**src/rtl/dual_issue_scoreboard_pkg.sv**
```systemverilog
// Shared pipeline constants for the issue-side scoreboard and the Execute
// forwarding unit: register file geometry, producer latencies and the
// forwarding-select encoding both units agree on.
package dual_issue_scoreboard_pkg;

  localparam int unsigned NREG     = 32;
  localparam int unsigned REG_W    = $clog2(NREG);
  localparam int unsigned LOAD_LAT = 1;
  localparam int unsigned MDU_LAT  = 4;
  localparam int unsigned CNT_W    = 3;

  typedef logic [REG_W-1:0] reg_idx_t;

  // Operand source selected by the Execute-stage forwarding unit.
  typedef enum logic [1:0] {
    FwdRf  = 2'b00,
    FwdWb  = 2'b01,
    FwdMem = 2'b10
  } fwd_sel_e;

endpackage

```
**src/rtl/dual_issue_scoreboard_if.sv**
```systemverilog
// Decode-slot bundle between the D stage and the scoreboard.
//   master: drives the two slot descriptors and flush_e, reads the decision.
//   slave : the scoreboard; reads the slots, drives stall_d/issue2_d/mdu_busy.
interface dual_issue_scoreboard_if;
  import dual_issue_scoreboard_pkg::*;

  logic     valid_d1, valid_d2;
  reg_idx_t rs_d1, rt_d1, rs_d2, rt_d2;
  reg_idx_t write_reg_d1, write_reg_d2;
  logic     reg_write_d1, reg_write_d2;
  logic     mem_read_d1, mem_read_d2;
  logic     mdu_d1, mdu_d2;
  logic     flush_e;
  logic     stall_d;
  logic     issue2_d;
  logic     mdu_busy;

  modport master (
    output valid_d1, valid_d2, rs_d1, rt_d1, rs_d2, rt_d2, write_reg_d1, write_reg_d2,
           reg_write_d1, reg_write_d2, mem_read_d1, mem_read_d2, mdu_d1, mdu_d2, flush_e,
    input  stall_d, issue2_d, mdu_busy
  );

  modport slave (
    input  valid_d1, valid_d2, rs_d1, rt_d1, rs_d2, rt_d2, write_reg_d1, write_reg_d2,
           reg_write_d1, reg_write_d2, mem_read_d1, mem_read_d2, mdu_d1, mdu_d2, flush_e,
    output stall_d, issue2_d, mdu_busy
  );

endinterface

```
**src/rtl/dual_issue_scoreboard_pend_counter.sv**
```systemverilog
// Loadable down-counter with a "young" tag, one per tracked register (and
// one for MDU occupancy).
//   clk_i, rst_ni : clock, async active-low reset
//   flush_i       : squash the entry if it was loaded last cycle
//   set_i         : load set_val_i this cycle (beats flush and decrement)
//   cnt_o         : flush-adjusted count, i.e. the value the D stage sees now
module dual_issue_scoreboard_pend_counter #(
  parameter int unsigned CntW = 3
) (
  input  logic            clk_i,
  input  logic            rst_ni,
  input  logic            flush_i,
  input  logic            set_i,
  input  logic [CntW-1:0] set_val_i,
  output logic [CntW-1:0] cnt_o
);

  logic [CntW-1:0] cnt_q, cnt_d;
  logic            young_q, young_d;

  always_comb begin
    // A flush removes last cycle's producer before anyone looks at it.
    cnt_o   = (flush_i && young_q) ? '0 : cnt_q;
    cnt_d   = (cnt_o != '0) ? cnt_o - CntW'(1) : '0;
    young_d = 1'b0;
    if (set_i) begin
      cnt_d   = set_val_i;
      young_d = 1'b1;
    end
  end

  always_ff @(posedge clk_i or negedge rst_ni) begin
    if (!rst_ni) begin
      cnt_q   <= '0;
      young_q <= 1'b0;
    end else begin
      cnt_q   <= cnt_d;
      young_q <= young_d;
    end
  end

endmodule

```
**src/rtl/dual_issue_scoreboard.sv**
```systemverilog
// Issue-side hazard scoreboard for the dual-issue pipeline. Tracks loads and
// MDU results that cannot be forwarded yet and decides whether both Decode
// slots, slot 1 only, or neither issue this cycle.
//   clk_i, rst_ni : clock, async active-low reset
//   bus (slave)   : Decode slot descriptors, flush_e; stall_d, issue2_d, mdu_busy
module dual_issue_scoreboard
  import dual_issue_scoreboard_pkg::*;
#(
  parameter int unsigned Nreg    = NREG,
  parameter int unsigned LoadLat = LOAD_LAT,
  parameter int unsigned MduLat  = MDU_LAT,
  parameter int unsigned CntW    = CNT_W
) (
  input logic                      clk_i,
  input logic                      rst_ni,
  dual_issue_scoreboard_if.slave   bus
);

  logic [CntW-1:0] pend [Nreg];
  logic [CntW-1:0] mdu_cnt;
  logic [CntW-1:0] val1, val2;
  logic            haz1, haz2, raw12, issue1, issue2, mdu_issue;

  // r0 is hard-wired, so reads of it never stall.
  assign pend[0] = '0;

  always_comb begin
    haz1 = bus.valid_d1 & ((pend[bus.rs_d1] != '0) | (pend[bus.rt_d1] != '0) |
                           (bus.mdu_d1 & (mdu_cnt != '0)));
    raw12 = bus.reg_write_d1 & (bus.write_reg_d1 != '0) &
            ((bus.rs_d2 == bus.write_reg_d1) | (bus.rt_d2 == bus.write_reg_d1));
    haz2 = bus.valid_d2 & ((pend[bus.rs_d2] != '0) | (pend[bus.rt_d2] != '0) |
                           (bus.mdu_d2 & (mdu_cnt != '0)) | raw12 |
                           (bus.mdu_d1 & bus.mdu_d2));
    issue1    = bus.valid_d1 & ~haz1;
    issue2    = ~haz1 & bus.valid_d2 & ~haz2;
    mdu_issue = (issue1 & bus.mdu_d1) | (issue2 & bus.mdu_d2);
    // ALU writers load 0, cancelling any older pending entry.
    val1 = bus.mem_read_d1 ? CntW'(LoadLat) : bus.mdu_d1 ? CntW'(MduLat) : '0;
    val2 = bus.mem_read_d2 ? CntW'(LoadLat) : bus.mdu_d2 ? CntW'(MduLat) : '0;
  end

  assign bus.stall_d  = haz1;
  assign bus.issue2_d = issue2;
  assign bus.mdu_busy = (mdu_cnt != '0);

  for (genvar r = 1; r < Nreg; r++) begin : g_reg
    logic set1, set2;
    assign set1 = issue1 & bus.reg_write_d1 & (bus.write_reg_d1 == REG_W'(r));
    assign set2 = issue2 & bus.reg_write_d2 & (bus.write_reg_d2 == REG_W'(r));

    // Slot 2 is younger, so its value wins on a shared destination.
    dual_issue_scoreboard_pend_counter #(
      .CntW (CntW)
    ) u_pend (
      .clk_i     (clk_i),
      .rst_ni    (rst_ni),
      .flush_i   (bus.flush_e),
      .set_i     (set1 | set2),
      .set_val_i (set2 ? val2 : val1),
      .cnt_o     (pend[r])
    );
  end

  // MDU occupancy follows exactly the same set/flush/decrement rules.
  dual_issue_scoreboard_pend_counter #(
    .CntW (CntW)
  ) u_mdu_cnt (
    .clk_i     (clk_i),
    .rst_ni    (rst_ni),
    .flush_i   (bus.flush_e),
    .set_i     (mdu_issue),
    .set_val_i (CntW'(MduLat)),
    .cnt_o     (mdu_cnt)
  );

endmodule

```
**src/flat_wrapper.sv**
```systemverilog
// flat-port wrapper written by rule: the top's interface ports become plain ports
module dual_issue_scoreboard_flat import dual_issue_scoreboard_pkg::*;
#(
  parameter int unsigned Nreg    = NREG,
  parameter int unsigned LoadLat = LOAD_LAT,
  parameter int unsigned MduLat  = MDU_LAT,
  parameter int unsigned CntW    = CNT_W
)
  (clk_i, rst_ni, bus_valid_d1, bus_valid_d2, bus_rs_d1, bus_rt_d1, bus_rs_d2, bus_rt_d2, bus_write_reg_d1, bus_write_reg_d2, bus_reg_write_d1, bus_reg_write_d2, bus_mem_read_d1, bus_mem_read_d2, bus_mdu_d1, bus_mdu_d2, bus_flush_e, bus_stall_d, bus_issue2_d, bus_mdu_busy);
  dual_issue_scoreboard_if bus_i ();
  input logic clk_i;
  input logic rst_ni;
  input wire logic [$bits(bus_i.valid_d1)-1:0] bus_valid_d1;
  input wire logic [$bits(bus_i.valid_d2)-1:0] bus_valid_d2;
  input wire logic [$bits(bus_i.rs_d1)-1:0] bus_rs_d1;
  input wire logic [$bits(bus_i.rt_d1)-1:0] bus_rt_d1;
  input wire logic [$bits(bus_i.rs_d2)-1:0] bus_rs_d2;
  input wire logic [$bits(bus_i.rt_d2)-1:0] bus_rt_d2;
  input wire logic [$bits(bus_i.write_reg_d1)-1:0] bus_write_reg_d1;
  input wire logic [$bits(bus_i.write_reg_d2)-1:0] bus_write_reg_d2;
  input wire logic [$bits(bus_i.reg_write_d1)-1:0] bus_reg_write_d1;
  input wire logic [$bits(bus_i.reg_write_d2)-1:0] bus_reg_write_d2;
  input wire logic [$bits(bus_i.mem_read_d1)-1:0] bus_mem_read_d1;
  input wire logic [$bits(bus_i.mem_read_d2)-1:0] bus_mem_read_d2;
  input wire logic [$bits(bus_i.mdu_d1)-1:0] bus_mdu_d1;
  input wire logic [$bits(bus_i.mdu_d2)-1:0] bus_mdu_d2;
  input wire logic [$bits(bus_i.flush_e)-1:0] bus_flush_e;
  output wire logic [$bits(bus_i.stall_d)-1:0] bus_stall_d;
  output wire logic [$bits(bus_i.issue2_d)-1:0] bus_issue2_d;
  output wire logic [$bits(bus_i.mdu_busy)-1:0] bus_mdu_busy;
  assign bus_i.valid_d1 = bus_valid_d1;
  assign bus_i.valid_d2 = bus_valid_d2;
  assign bus_i.rs_d1 = bus_rs_d1;
  assign bus_i.rt_d1 = bus_rt_d1;
  assign bus_i.rs_d2 = bus_rs_d2;
  assign bus_i.rt_d2 = bus_rt_d2;
  assign bus_i.write_reg_d1 = bus_write_reg_d1;
  assign bus_i.write_reg_d2 = bus_write_reg_d2;
  assign bus_i.reg_write_d1 = bus_reg_write_d1;
  assign bus_i.reg_write_d2 = bus_reg_write_d2;
  assign bus_i.mem_read_d1 = bus_mem_read_d1;
  assign bus_i.mem_read_d2 = bus_mem_read_d2;
  assign bus_i.mdu_d1 = bus_mdu_d1;
  assign bus_i.mdu_d2 = bus_mdu_d2;
  assign bus_i.flush_e = bus_flush_e;
  assign bus_stall_d = bus_i.stall_d;
  assign bus_issue2_d = bus_i.issue2_d;
  assign bus_mdu_busy = bus_i.mdu_busy;
  dual_issue_scoreboard #(.Nreg(Nreg), .LoadLat(LoadLat), .MduLat(MduLat), .CntW(CntW)) u_core (.clk_i(clk_i), .rst_ni(rst_ni), .bus(bus_i));
endmodule
```
**config.mk**
```make
export PLATFORM = sky130hd
export DESIGN_NAME = dual_issue_scoreboard_flat
export DESIGN_NICKNAME = d
export VERILOG_FILES = /design/src/rtl/dual_issue_scoreboard_pkg.sv /design/src/rtl/dual_issue_scoreboard_if.sv /design/src/rtl/dual_issue_scoreboard_pend_counter.sv /design/src/rtl/dual_issue_scoreboard.sv /design/src/flat_wrapper.sv
export SDC_FILE = /design/constraint.sdc
export NUM_CORES = 1
export LEC_CHECK = 0
export CAP_MARGIN = 20
export CORE_MARGIN = 1
export CORE_UTILIZATION = 40
export CTS_CLUSTER_SIZE = 28
export DETAILED_ROUTE_END_ITERATION = 16
export GPL_TIMING_DRIVEN = 0
export PLACE_DENSITY_LB_ADDON = 0.08
export SLEW_MARGIN = 20
export SYNTH_ARGS = -nofsm -noshare
export SYNTH_HDL_FRONTEND = slang
export SYNTH_HIERARCHICAL = 1
export SYNTH_SLANG_ARGS = --single-unit
```
**constraint.sdc**
```tcl
create_clock -name clk_i -period 5.4 [get_ports clk_i]
set_input_delay 1.62 -clock clk_i [delete_from_list [all_inputs] [get_ports clk_i]]
set_output_delay 1.62 -clock clk_i [all_outputs]
set_load 0.03 [all_outputs]
```
==> results.json <==
{
  "wl_per_cell_um": 23.5,
  "path_clk_slew_ns": 0.06,
  "clkSinkCount": 128,
  "dp.cells": 1587,
  "final_util": 0.511,
  "rrSetupSlack_ns": 1.12,
  "max-slew-margin-rel": 0.187,
  "cp-end-kind": "output pin",
  "syn_area_um2": 11000,
  "syn2layout_area_growth_pct": 25.3,
  "antenna_left": 0,
  "r2r-end": "u_core/g_reg[27].u_pend/cnt_q[1]",
  "rsz0062_at_grt": "true",
  "critPathKind": "in2out",
  "initial_core_util": 0.408,
  "cts_root_buffer": "clkbuf_16",
  "yosysSeqAreaShare": 0.292,
  "max_freq_mhz": 169,
  "track_usage": 0.278,
  "drive_gt1_frac": 0.252,
  "h-tree-depth": 4,
  "fin_setup_tns_ns": -0.862,
  "cts_buffers": 17,
  "leakage_nw": 5.88,
  "post-dp-hpwl_mm": 26.3,
  "fin_crit_sh": 1.09,
  "antenna_found_initial": 0,
  "slowest_stage": "or4b_4",
  "drv_slew": 0,
  "worst-path-stages": 12,
  "nNetsFinal": 1408,
  "violations": "negative setup slack",
  "endpoint": "bus_issue2_d",
  "final_area_um2": 13800,
  "cp-start-kind": "input pin",
  "crit_chain": "bufbuf_16 -> nand2_2 -> and2_2 -> nor4_1 -> o21bai_1 -> and3_1 -> o221ai_2 -> inv_1 -> or4b_4 -> buf_8 -> nor2_4 -> buf_6",
  "grt_max_degree": 77,
  "gp_congestion": 0.916,
  "grt-ovfl-total": 0,
  "hold_violations": 0,
  "grt_pass1_vias": 9595,
  "vias": 10074,
  "synth_top_area_cell": "dfrtp_1",
  "cpLargestDelayFamily": "simple AND/OR/NAND/NOR gates",
  "r2r-start": "u_core/g_reg[16].u_pend/cnt_q[0]",
  "timing.critical_path.from": "bus_flush_e",
  "period_minus_slack_ns": 5.91,
  "nFillCells": 2511,
  "synthCells": 1176,
  "crit_path_max_incr_delay_ns": 0.56,
  "powerDensity_nw_per_um2": 247,
  "die_h_um": 168,
  "synthArstFlopShare": 1.00,
  "fin_ws_ns": -0.511,
  "antenna_cells": 0,
  "yosysWarnings": 6,
  "first_pass_iters": 5,
  "die_x_um": 168,
  "first_iter_violations": 799,
  "setup_viol": 2,
  "cap_violations": 0,
  "synth_area_leaders": "dfrtp_1 (29%), ha_1 (7.3%), nand2_1 (4.8%), mux2i_1 (4.0%), a211oi_2 (3.8%)",
  "rr_worst_depth": 14,
  "path_max_fanout": 14,
  "holdCritPathClass": "reg2reg",
  "synth_ff_type": "dfrtp_1",
  "cts_tree": "yes",
  "cp_num_buf_inv": 4,
  "ios": 44,
  "coreArea_um2": 27000,
  "fp-row-count": 60,
  "vdd_drop_max_uv": 228,
  "stdcell_count": 1657,
  "ys_seq_elements": 128,
  "fin_skew_ns": 0.0105,
  "status": "finished, violations left",
  "worst_pin_slew_ns": 1.22,
  "grt_pass1_wl_mm": 58.4,
  "worstPathRequired_ns": 3.78,
  "synth_area_per_cell_um2": 9.34,
  "yosysUniqueCellTypes": 78,
  "worstSkewPairLatency_ns": 0.44,
  "drt-total-wl_mm": 38.9,
  "dieArea_um2": 28100,
  "arrival_ns": 4.29,
  "ctsLongestPathBuffers": 2,
  "vias_per_cell": 6.08,
  "synth_edf_count": 0,
  "synth_top_cell_area_share": 0.292,
  "port_buffers": 34,
  "placedInstanceArea_um2": 12100,
  "drc": 0
}
[worst reg2reg max path, stage by stage (launching register included)]
cell       delay (ns)
dfrtp_1          0.42
a21boi_0         0.16
or3_4            0.45
buf_6            0.14
mux4_2           0.48
nor2_2           0.12
or4_4            0.15
o2111ai_4        0.15
buf_4            0.18
nor3_2           0.31
nand2_1          0.33
clkbuf_2         0.39
o32ai_2          0.45
and3b_1          0.26
a211oi_2         0.19
[placed cells by master (no fill, tap or decap), drive strengths merged, types with 10 or more instances in the layout]
master         synthesis  final
or3b                  33     33
conb                   2     34
inv                   13     17
mux2                  64     64
clkbuf                25     44
o21a                  33     33
a211oi                40     40
nor4                  31     31
nand2b                10     10
dfrtp                128    128
and2                  67     67
o31ai                 41     41
o32ai                 15     15
mux2i                 44     44
a21boi                33     33
nor3                  40     40
and3b                 34     34
nand3                 35     35
buf                   25     65
a21oi                 47     47
nor2b                 35     35
nor2                  30     30
o21ai                 42     42
ha                    64     64
xnor2                 10     10
clkdlybuf4s50          0     29
nand2                142    142
[logic make-up (layout without fill, tap and decap cells)]
family,count (synthesis),after routing,share of synthesized area
muxes,117,117,0.124
xor gates and xnor gates,10,10,0.00797
AOI/OAI and AO/OA,298,298,0.207
DFF,128,128,0.292
adders and majority gates,64,64,0.0729
buffers and inverters,63,171,0.0271
and+or+nand+nor,494,494,0.269
other,2,34,0.000684
[layer usage]
| metal | track usage | vias up | part of all wire |
|---|---|---|---|
| met3 | 0.0586 | 88 | 0.072 |
| met4 | 0.110 | 0 | 0.034 |
| met2 | 0.438 | 404 | 0.46 |
| li1 | - | 4629 | - |
| met1 | 0.372 | 4953 | 0.44 |
| met5 | 0 | - | 0 |
[cell type report]
type | count | area, µm² | share of cell area
multi-input cells | 1017 | 8270 | 0.601
flip-flops and latches | 128 | 3200 | 0.233
repair buffers | 77 | 918 | 0.0667
well taps | 341 | 427 | 0.0310
clock buffers | 17 | 425 | 0.0309
plain buffers | 49 | 285 | 0.0207
clock inverters | 15 | 183 | 0.0133
inverters | 13 | 48.8 | 0.00355
[flip-flops by register name, indices dropped and copies added (netlist names)]
name,cells
u_core/g.u_pend/cnt_q,93
u_core/u_mdu_cnt/young_q,1
u_core/g.u_pend/young_q,31
u_core/u_mdu_cnt/cnt_q,3
[worst min-delay path by stage]
stage | from | endpoint | slack, ns | depth (start not counted)
2_1_floorplan | u_core/g_reg[10].u_pend/cnt_q[1] | u_core/g_reg[10].u_pend/cnt_q[1] | 0.57 | 2
3_3_place_gp | u_core/g_reg[13].u_pend/young_q | u_core/g_reg[13].u_pend/cnt_q[1] | 0.59 | 2
3_5_place_dp | u_core/g_reg[13].u_pend/young_q | u_core/g_reg[13].u_pend/cnt_q[1] | 0.60 | 2
4_1_cts | u_core/g_reg[2].u_pend/young_q | u_core/g_reg[2].u_pend/cnt_q[1] | 0.61 | 2
5_1_grt | u_core/g_reg[25].u_pend/young_q | u_core/g_reg[25].u_pend/cnt_q[1] | 0.63 | 2
6_report | u_core/g_reg[2].u_pend/young_q | u_core/g_reg[2].u_pend/cnt_q[1] | 0.61 | 2
[where the power goes]
group	internal (W)	switching (W)
Sequential	0.00102	0.0000764
Clock	0.000731	0.000505
Combinational	0.000451	0.000613
[what timing repair did]
item / CTS / global route
pin swaps: 20 / 28
gates resized for setup: 88 / 62
hold buffers: 0 / 0
endpoints found under the setup margin: 129 / 41
cloned: 6 / 1
setup buffers: 19 / 13
[Yosys cell counts, drive strengths merged, types with 30 or more instances]
cell    instances
nor2b          35
ha             64
or3b           33
a211oi         40
o21ai          42
nor3           40
a21oi          47
a21boi         33
mux2i          44
and3b          34
nand2         142
mux2           64
and2           67
nand3          35
nor4           31
nor2           30
dfrtp         128
o31ai          41
o21a           33
[metrics by stage]
| stage | hold slack, ns | power [W] | worst slack [ns] |
|---|---|---|---|
| after CTS | 0.607 | 0.00335 | -0.452 |
| after global routing | 0.628 | 0.00354 | -0.550 |
| after floorplan | 0.575 | 0.00166 | -0.0965 |
| after global placement | 0.592 | 0.00197 | -5.13 |
| after detailed placement | 0.598 | 0.00198 | -2.29 |
| final | 0.606 | 0.00340 | -0.511 |
Note: power is estimated with default switching activity, not from simulation.
